<file path="src/rtl/equation_scheduler.sv">
// Alarm-puzzle session controller: launches equation units round-robin, times each attempt,
// and ends the session after REQUIRED_CORRECT consecutive correct answers.
module equation_scheduler #(
   parameter int unsigned NUM_EQ           = 3,
   parameter int unsigned TIME_LIMIT       = 30,
   parameter int unsigned REQUIRED_CORRECT = 3
) (
   input  logic              Clock,
   input  logic              Reset,
   input  logic              alarm_trigger,
   input  logic              tick,
   input  logic [NUM_EQ-1:0] eq_done,
   input  logic [NUM_EQ-1:0] eq_correct,
   output logic [NUM_EQ-1:0] eq_start,
   output logic [NUM_EQ-1:0] eq_reset,
   output logic [6:0]        ongoing_timer,
   output logic [1:0]        active_eq,
   output logic [2:0]        streak,
   output logic              alarm_on,
   output logic              session_done
);

   typedef enum logic [2:0] {
      StIdle, StLaunch, StWait, StEvalOk, StEvalFail, StClear, StDone
   } state_e;

   localparam logic [6:0] TimerInit  = 7'(TIME_LIMIT);
   localparam logic [2:0] StreakGoal = 3'(REQUIRED_CORRECT);
   localparam logic [1:0] LastIdx    = 2'(NUM_EQ - 1);

   state_e     state_q, state_d;
   logic [1:0] idx_q, idx_d;
   logic [6:0] timer_q, timer_d;
   logic [2:0] streak_q, streak_d;
   logic       done_sel, correct_sel;

   // Only the active unit's handshake is observed.
   always_comb begin
      done_sel    = 1'b0;
      correct_sel = 1'b0;
      for (int i = 0; i < NUM_EQ; i++) begin
         if (idx_q == 2'(i)) begin
            done_sel    = eq_done[i];
            correct_sel = eq_correct[i];
         end
      end
   end

   always_comb begin
      state_d  = state_q;
      idx_d    = idx_q;
      timer_d  = timer_q;
      streak_d = streak_q;
      unique case (state_q)
         StIdle: begin
            if (alarm_trigger) begin
               state_d  = StLaunch;
               streak_d = '0;
               idx_d    = '0;
            end
         end
         StLaunch: begin
            timer_d = TimerInit;
            state_d = StWait;
         end
         StWait: begin
            if (tick && (timer_q != 7'd0)) timer_d = timer_q - 7'd1;
            // Current timer value is used, so a correct answer on the final tick still wins.
            if (done_sel && correct_sel)  state_d = StEvalOk;
            else if (done_sel)            state_d = StEvalFail;
            else if (timer_q == 7'd0)     state_d = StEvalFail;
         end
         StEvalOk: begin
            streak_d = streak_q + 3'd1;
            state_d  = ((streak_q + 3'd1) == StreakGoal) ? StDone : StClear;
         end
         StEvalFail: begin
            streak_d = '0;
            state_d  = StClear;
         end
         StClear: begin
            idx_d   = (idx_q == LastIdx) ? 2'd0 : idx_q + 2'd1;
            state_d = StLaunch;
         end
         StDone: begin
            idx_d   = '0;
            state_d = StIdle;
         end
         default: state_d = StIdle;
      endcase
   end

   always_ff @(posedge Clock or posedge Reset) begin
      if (Reset) begin
         state_q  <= StIdle;
         idx_q    <= '0;
         timer_q  <= '0;
         streak_q <= '0;
      end else begin
         state_q  <= state_d;
         idx_q    <= idx_d;
         timer_q  <= timer_d;
         streak_q <= streak_d;
      end
   end

   always_comb begin
      eq_start = '0;
      eq_reset = '0;
      for (int i = 0; i < NUM_EQ; i++) begin
         if (idx_q == 2'(i)) begin
            eq_start[i] = (state_q == StLaunch) || (state_q == StWait);
            eq_reset[i] = (state_q == StClear) || (state_q == StDone);
         end
      end
      alarm_on      = (state_q == StLaunch) || (state_q == StWait) || (state_q == StEvalOk) ||
                      (state_q == StEvalFail) || (state_q == StClear);
      session_done  = (state_q == StDone);
      ongoing_timer = timer_q;
      active_eq     = idx_q;
      streak        = streak_q;
   end

endmodule

</file>
<file path="config.mk">
export PLATFORM = sky130hd
export DESIGN_NAME = equation_scheduler
export DESIGN_NICKNAME = d
export VERILOG_FILES = /design/src/rtl/equation_scheduler.sv
export SDC_FILE = /design/constraint.sdc
export NUM_CORES = 1
export LEC_CHECK = 0
export BUFFER_PORTS_ARGS = -buffer_cell sky130_fd_sc_hd__buf_2
export CAP_MARGIN = 20
export CELL_PAD_IN_SITES_DETAIL_PLACEMENT = 1
export CELL_PAD_IN_SITES_GLOBAL_PLACEMENT = 2
export CORE_MARGIN = 1.5
export CORE_UTILIZATION = 26
export DETAILED_ROUTE_END_ITERATION = 6
export PLACE_DENSITY_LB_ADDON = 0.1
export SETUP_SLACK_MARGIN = 0.4
export SYNTH_ARGS = -nofsm -noshare
export SYNTH_HDL_FRONTEND = slang
export SYNTH_SLANG_ARGS = --single-unit
export TNS_END_PERCENT = 1
</file>
<file path="constraint.sdc">
create_clock -name Clock -period 1.6 [get_ports Clock]
set_input_delay 0.24 -clock Clock [delete_from_list [all_inputs] [get_ports Clock]]
set_output_delay 0.24 -clock Clock [all_outputs]
set_load 0.1 [all_outputs]
</file>
# == Word-level counts from Yosys, hierarchy flattened ==
# Cells that the tools add are included.
# op_classes
add_sub_neg,3
n_mul,0
n_div,0
n_lt_le_gt_ge,0
eq_ne,12
n_shift,0
muxes,25
bitwise_logic,0
n_reduce_logical,18
# ops
cell,n
one-hot mux 3 bit (6 select lines),1
2-to-1 mux 3 bit,5
one-hot mux 7 bit (2 select lines),1
2-to-1 mux 1 bit,12
"equality test 3 x 2 -> 1 bit, second input constant",3
"equality test 3 bit, second input constant",3
one-hot mux 3 bit (3 select lines),1
AND reduction 2 bit,4
logical NOT 7 bit,1
2-to-1 mux 7 bit,1
nonzero test 7 bit,1
"subtractor 7 x 1 -> 7 bit, second input constant",1
2-to-1 mux 2 bit,3
one-hot mux 2 bit (3 select lines),1
nonzero test 3 bit,2
logical OR 1 bit,5
"inequality test 2 bit, second input constant",2
"inequality test 4 bit, second input constant",1
"adder 3 x 1 -> 3 bit, second input constant",1
"equality test 3 x 1 -> 1 bit, second input constant",1
logical NOT 3 bit,1
"adder 2 x 1 -> 2 bit, second input constant",1
"equality test 2 x 1 -> 1 bit, second input constant",1
"equality test 2 bit, second input constant",1
3 further kinds,4
# word_totals
reg_bits,15
latch_bits,0
ram_bits,0
rom_bits,0
input_bits,10
output_inout_bits,20
wordCells,62
memories,0

# == Longest topological paths before layout ==
# Gate-level depths: netlist (run 1).
# logic_depth
word_depth,7
mapped_depth,6
mapped_depth_nobuf,6

# == Least setup slack after synthesis (run 1) ==
# OpenSTA, ideal clock, no wires.
# synth_timing
path_kind,register to output
startpoint,"reg idx_q[0], in the netlist active_eq[0]"
endpoint,out eq_reset[1]
arrival_ps,3340
required_ps,1360
slack_ps,-1980
path_stages_with_launch,4
path_buffers,1
path_cell_list,dfrtp_1 > buf_2 > nand2_1 > nor3_1
# synth_between
elab_chain_cells,2
# synth_lines
element,line,source
start: declaration,32,"logic [1:0] idx_q, idx_d;"
start signal: assignment,101,idx_q <= idx_d;
equality test 2 x 1 -> 1 bit,111,if (idx_q == 2'(i)) begin
2-to-1 mux 1 bit,111,
end: declaration,15,"output logic [NUM_EQ-1:0] eq_reset,"
# No other way between the ends.

# == Final worst setup path (run 1) ==
# layout_timing
startpoint,"reg timer_q[0], in the netlist ongoing_timer[0]"
endpoint,"reg timer_q[5], in the netlist ongoing_timer[5]"
# layout_between
elab_chain_cells,4
word_cells_on_any_way,7
classes_between,add/sub: 1; eq/ne: 1; mux: 2; reduce/logical: 3
# layout_lines
element,line,source
start: declaration,33,"logic [6:0] timer_q, timer_d;"
start signal: assignment,102,timer_q <= timer_d;
branches (longest 4 deep; another with subtractor 7 x 1 -> 7 bit),-,
# Several ways; the timed one is not identified. The select of a mux whose other input is x is not followed.
# A chain may end at the register's enable or synchronous reset.

==> metrics.cfg, run 1 <==
[worst_setup_path]
path_cells = inv_4, ha_4, or4b_4, o211a_1, o211ai_2, mux2i_1
startpoint_type = register
worstPathArrival_ps = 2060
path_class = reg2reg
slowest_delay_ps = 490
crit_required_ps = 1760
slowest_stage = dfrtp_4
worst_setup_path_end_kind = register
crit_buf_inv = 1
crit_family = flip-flops
critical_path.max_fanout = 3

[grt]
antenna_found_initial = 0
busiest_layer = met2
overflow = 0
use_met2 = 0.2778
use_met3 = 0.02035
grt_usage = 0.1659
use_met1 = 0.2246
grt_pass1_wl_mm = 6.506
grt_max_degree = 16
grt_pass1_vias = 1320

[yosys]
ys_warn_count = 0
synth_cell_types = 42
synth-adder-area-share = 0.03272
yosys.area_share.simple = 0.2519
synthTopCellsByArea = dfrtp_1 (33%), nor2_1 (4.9%), a21oi_1 (4.8%), nand2_1 (4.6%), nor2b_1 (3.8%)
netlist_area_sq_um = 1147
synth-xor-area-share = 0.01527
postSynthCellCount = 145
synth_top_family_by_area = compound AO/OA/AOI/OAI gates
yosys.area.top_type = dfrtp_1
syn_nets = 158
synth.avg_cell_area_sq_um = 7.913
synth-seq-area-share = 0.3272
synth_compound_area_frac = 0.2628
synth.area.mux_share = 0.03599
synth-seq-cells = 15
netlist.area_leader.share = 0.3272

[clock_tree]
clk-insertion-delay-late_ps = 250
clkTransAtPathRegs_ps = 70
cts_tree = done
clock-root-buffer = clkbuf_8
cts_buffer_depth = 2
numCtsBuffers = 3
cts_max_level = 1
cts_sinks = 15
hold_buffers = 0

[timing]
fin_ws_ps = -303.8
grt_setup_unrepaired = yes
period_minus_slack_ps = 1904
setup_viol = 16
max_freq_mhz = 525.3
final_hold_viol_count = 0
maxSlewViolCount = 0
tns_ps = -1897
tightest_slew_ps = 667.5
timing.final.crit_share = 1.190
finalClockSkew_ps = 3.849
fin_hold_ws_ps = 72.16
maxSlewHeadroom = 0.5545

[detailed_routing]
first_iter_violations = 60
antenna_left = 0
drt-total-wl_mm = 3.878
vias_per_cell = 5.195
drc_errors = 0
vias = 1252
avgRoutedWirePerCell_um = 16.09
drtPass1Iterations = 4

[floorplan]
core-area_sq_um = 4115
boundaryPins = 30
dieArea_sq_um = 4821
die_width_um = 69.43
initial_utilization = 0.2788
die_y_um = 69.43
rows = 23

[power_and_ir_drop]
cellLeakagePower_nw = 0.8500
ir_drop_mv = 0.7567
p_per_area_nw_per_um2 = 2164

[outcome]
violations = negative setup slack
status = complete, but fails checks

[cells_and_area]
nNetsFinal = 205
layout_commonest_cell = buf_4
final_cell_mix = buf_4 (18), buf_12 (15), nand2_1 (11), a21oi_1 (11), nor2_1 (10)
drive_gt1_frac = 0.4921
diodes = 0
final-seq-area_sq_um = 397.9
utilization = 0.4792
areaGrowthSynthToFinish_pct = 71.86
multi_input_area_sq_um = 814.5
fill_cells = 483

[run]
maxCapViolations = 0

[min_path]
hold_class = in2async

[placement]
hpwl_mm = 2.885
routabilityCongestion = 0.7819
io_buffers = 29
dp_slack_ps = -257.2

cells in the mapped netlist:
cell type / n
o21a_1: 1
buf_1: 1
nand2_1: 14
a31o_2: 1
o21bai_1: 1
a21boi_0: 3
o2bb2ai_1: 4
o211ai_1: 2
a21oi_1: 11
o22ai_1: 3
xnor2_1: 1
nor3b_1: 1
o211a_1: 2
o211ai_2: 1
buf_2: 2
mux2_2: 1
o31ai_1: 1
a31oi_1: 3
a32o_1: 1
nor2b_1: 7
xor2_1: 1
nor3_1: 5
a41oi_1: 1
o21ai_0: 6
and3_1: 2
nor4b_1: 1
and4b_1: 1
nor4_1: 1
a22oi_1: 2
nand4_1: 1
nand2b_1: 4
nor2_1: 15
nand3_1: 3
or4b_4: 1
o22a_1: 1
buf_6: 1
or2_2: 1
ha_1: 3
mux2i_1: 3
inv_1: 9
clkbuf_1: 7
dfrtp_1: 15
layer usage:
| metal | routed length [um] | vias to the layer above |
|---|---|---|
| li1 | - | 604 |
| met1 | 1756 | 626 |
| met2 | 1977 | 18 |
| met3 | 107 | 4 |
| met4 | 37 | 0 |
| met5 | 0 | - |
stage by stage:
| stage | instance area [sq um] | power, mW | cells |
|---|---|---|---|
| 2_1_floorplan | 1240 | 2.686 | 145 |
| 3_3_place_gp | 1682 | 3.507 | 236 |
| 3_5_place_dp | 1682 | 3.556 | 236 |
| 4_1_cts | 1931 | 4.249 | 240 |
| 5_1_grt | 1972 | 4.488 | 241 |
| 6_report | 1972 | 4.266 | 241 |
where the power goes:
| part | switching (mW) | total [mW] | internal (mW) | leakage, nW |
|---|---|---|---|---|
| sequential | 0.166 | 0.687 | 0.521 | 0.174 |
| clock | 0.149 | 0.326 | 0.177 | 0.0228 |
| combinational | 2.04 | 3.25 | 1.21 | 0.653 |
worst reg2reg max path, stage by stage, from the launching register on:
cell,delay (ps)
dfrtp_4,490
inv_4,60
ha_4,130
or4b_4,470
o211a_1,260
o211ai_2,160
mux2i_1,240
final cells by class:
| type | count | share of cell area |
|---|---|---|
| flip-flops and latches | 15 | 0.2018 |
| well taps | 50 | 0.03173 |
| repair buffers | 53 | 0.3103 |
| multi-input cells | 110 | 0.4131 |
| clock buffers | 4 | 0.02284 |
| inverters | 9 | 0.02030 |
path summary, 6_finish.rpt:
path                             startpoint  slack, ps                to  depth (start not counted)
setup / recovery           ongoing_timer[0]       -300  ongoing_timer[5]                          6
hold reg to reg                   streak[2]        620         streak[2]                          2
setup reg to reg           ongoing_timer[0]       -300  ongoing_timer[5]                          6
min in group Clock            alarm_trigger        400         streak[2]                          4
hold / removal                        Reset         70         streak[1]                          2
max in group asynchronous             Reset       1030  ongoing_timer[0]                          2
sequential cells by signal (all words and copies together), names as in the netlist:
register / count
streak: 3
ongoing_timer: 7
state_q: 3
active_eq: 2
cells by family (layout without fill, tap and decap cells):
kind of cell	count (synthesis)	after routing
and+or+nand+nor	57	57
adders and majority gates	3	3
muxes	4	4
xor gates and xnor gates	2	2
buffers and inverters	20	66
DFF	15	15
AOI/OAI and AO/OA	44	44
what timing repair did:
item                                    4_1_cts  5_1_grt
gates cloned                                  0        0
endpoints found under the setup margin       35       34
gates resized for setup                      57       12
pin swaps                                     4        7
buffers inserted                              0        1
endpoints found under the hold margin         0        0
Power figures use the tool's default switching activity.
==> run 2: changes to the inputs <==
Clock period 1.6 ns to 1.65 ns, I/O delays scaled along.
==> metrics.cfg, run 2 (synthesis gave the netlist of run 1 again) <==
[timing]
max_freq_mhz = 551.3  ; was 525.3 MHz
fin_ws_ps = -164.0  ; was -303.8 ps
final_hold_viol_count = 0  ; unchanged
maxSlewHeadroom = 0.5579  ; was 0.5545
tightest_slew_ps = 662.5  ; was 667.5 ps
period_minus_slack_ps = 1814  ; was 1904 ps
finalClockSkew_ps = 2.342  ; was 3.849 ps
fin_hold_ws_ps = 84.68  ; was 72.16 ps
maxSlewViolCount = 0  ; unchanged
grt_setup_unrepaired = yes  ; unchanged
setup_viol = 11  ; was 16
timing.final.crit_share = 1.099  ; was 1.190

[outcome]
status = complete, but fails checks  ; unchanged
violations = negative setup slack  ; unchanged

[placement]
hpwl_mm = 2.828  ; was 2.885 mm
dpl_cell_area_sq_um = 1659  ; was 1682 sq um
io_buffers = 29  ; unchanged
routabilityCongestion = 0.7833  ; was 0.7819
dp_slack_ps = -167.1  ; was -257.2 ps

[power_and_ir_drop]
power_mw = 4.030  ; was 4.266 mW
cellLeakagePower_nw = 0.8246  ; was 0.8500 nW
p_comb_frac = 0.752  ; was 0.763
p_clk_frac = 0.078  ; was 0.076
p_per_area_nw_per_um2 = 2130  ; was 2164 nW/um^2
p_switching_mw = 2.251  ; was 2.360 mW
ir_drop_mv = 1.065  ; was 0.7567 mV
swShare = 0.5584  ; was 0.5531
p_int_mw = 1.780  ; was 1.907 mW
p_seq_frac = 0.170  ; was 0.161

[detailed_routing]
first_iter_violations = 42  ; was 60
drc_errors = 0  ; unchanged
vias = 1222  ; was 1252
avgRoutedWirePerCell_um = 15.46  ; was 16.09 um
drt-total-wl_mm = 3.663  ; was 3.878 mm
drtPass1Iterations = 4  ; unchanged
antenna_left = 0  ; unchanged
vias_per_cell = 5.156  ; was 5.195

[floorplan]
die_width_um = 69.43  ; unchanged
boundaryPins = 30  ; unchanged
die_y_um = 69.43  ; unchanged
rows = 23  ; unchanged
dieArea_sq_um = 4821  ; unchanged
initial_utilization = 0.2788  ; unchanged
core-area_sq_um = 4115  ; unchanged

[worst_setup_path]
crit_buf_inv = 1  ; unchanged
path_cells = inv_4, ha_4, or4b_4, o211a_1, o211ai_2, mux2i_1  ; unchanged
crit_required_ps = 1820  ; was 1760 ps
slowest_stage = dfrtp_4  ; unchanged
crit_family = flip-flops  ; unchanged
worst_setup_path_end_kind = register  ; unchanged
startpoint_type = register  ; unchanged
slowest_delay_ps = 490  ; about the same
critical_path.max_fanout = 4  ; was 3
r2r_cells = 6  ; unchanged
cp_num_cells = 6  ; unchanged
path_class = reg2reg  ; unchanged
worstPathArrival_ps = 1990  ; was 2060 ps

[grt]
grt_pass1_wl_mm = 6.223  ; was 6.506 mm
grt_pass1_vias = 1221  ; was 1320
grt_max_degree = 16  ; unchanged
grt_usage = 0.1559  ; was 0.1659
antenna_found_initial = 0  ; unchanged
overflow = 0  ; unchanged

[run]
maxCapViolations = 0  ; unchanged

[cells_and_area]
drive_gt1_frac = 0.4599  ; was 0.4921
areaGrowthSynthToFinish_pct = 64.89  ; was 71.86%
largest_reg_flops = 7  ; unchanged
diodes = 0  ; unchanged
post-route-cell-area_sq_um = 1892  ; was 1972 sq um
layout_commonest_cell = buf_4  ; unchanged
fill_cells = 473  ; was 483
nNetsFinal = 201  ; was 205
final_cell_mix = buf_4 (19), nand2_1 (14), buf_12 (13)  ; was buf_4 (18), buf_12 (15), nand2_1 (11), a21oi_1 (11), nor2_1 (10)

[clock_tree]
clock-root-buffer = clkbuf_8  ; unchanged
cts_sinks = 15  ; unchanged
numCtsBuffers = 3  ; unchanged
cts_setup_buffers = 0  ; unchanged
cts_max_level = 1  ; unchanged
cts_tree = done  ; unchanged
clk-insertion-delay-late_ps = 250  ; about the same
hold_buffers = 0  ; unchanged
cts_buffer_depth = 2  ; unchanged
clkTransAtPathRegs_ps = 70  ; about the same

[min_path]
hold_class = in2async  ; unchanged

## run 2: timing repair
action / 4_1_cts / 5_1_grt
endpoints found under the hold margin: 0 / 0
gates cloned: 0 / 0
setup endpoints to repair: 35 / 35
pin swaps: 5 / 4
resized for setup: 30 / 31
## run 2: worst paths after layout
kind	startpoint	endpoint	slack (ps)
min in group Clock	alarm_trigger	streak[2]	410
setup reg to reg	ongoing_timer[0]	ongoing_timer[5]	-160
max in group asynchronous	Reset	active_eq[0]	1080
setup / recovery	ongoing_timer[0]	ongoing_timer[5]	-160
hold reg to reg	ongoing_timer[6]	ongoing_timer[6]	560
hold / removal	Reset	streak[2]	80
## run 2: final cells by class
class | count | area [sq um] | share of cell area
Sequential cell | 15 | 396.6 | 0.2097
Clock buffer | 4 | 45.04 | 0.02381
Timing Repair Buffer | 49 | 535.5 | 0.2831
Multi-Input combinational cell | 110 | 813.3 | 0.4299
Tap cell | 50 | 62.56 | 0.03307
Inverter | 9 | 38.79 | 0.02050
## run 2: per-stage QoR
step | setup TNS [ps] | util | instances
6_report | -794.7 | 0.4597 | 237
5_1_grt | -1817 | 0.4597 | 237
4_1_cts | -921.5 | 0.4403 | 237
3_5_place_dp | -582.4 | 0.4032 | 233
3_3_place_gp | -443.8 | 0.4032 | 233
2_1_floorplan | -3517 | - | 145
## run 2: per-layer routing
layer / GRT usage / vias up / share of wire
met4: 0.01961 / 0 / 0.0046
li1: - / 602 / -
met3: 0.02471 / 2 / 0.030
met1: 0.2283 / 596 / 0.51
met2: 0.2479 / 22 / 0.46
met5: 0 / - / 0
## run 2: power groups by stage
stage / logic, mW / registers [mW] / clock network (mW)
finish: 3.03 / 0.686 / 0.315
global route: 3.21 / 0.707 / 0.343
CTS: 2.95 / 0.675 / 0.326
detailed placement: 2.75 / 0.657 / 0
global placement: 2.72 / 0.651 / 0
floorplan: 1.44 / 1.17 / 0
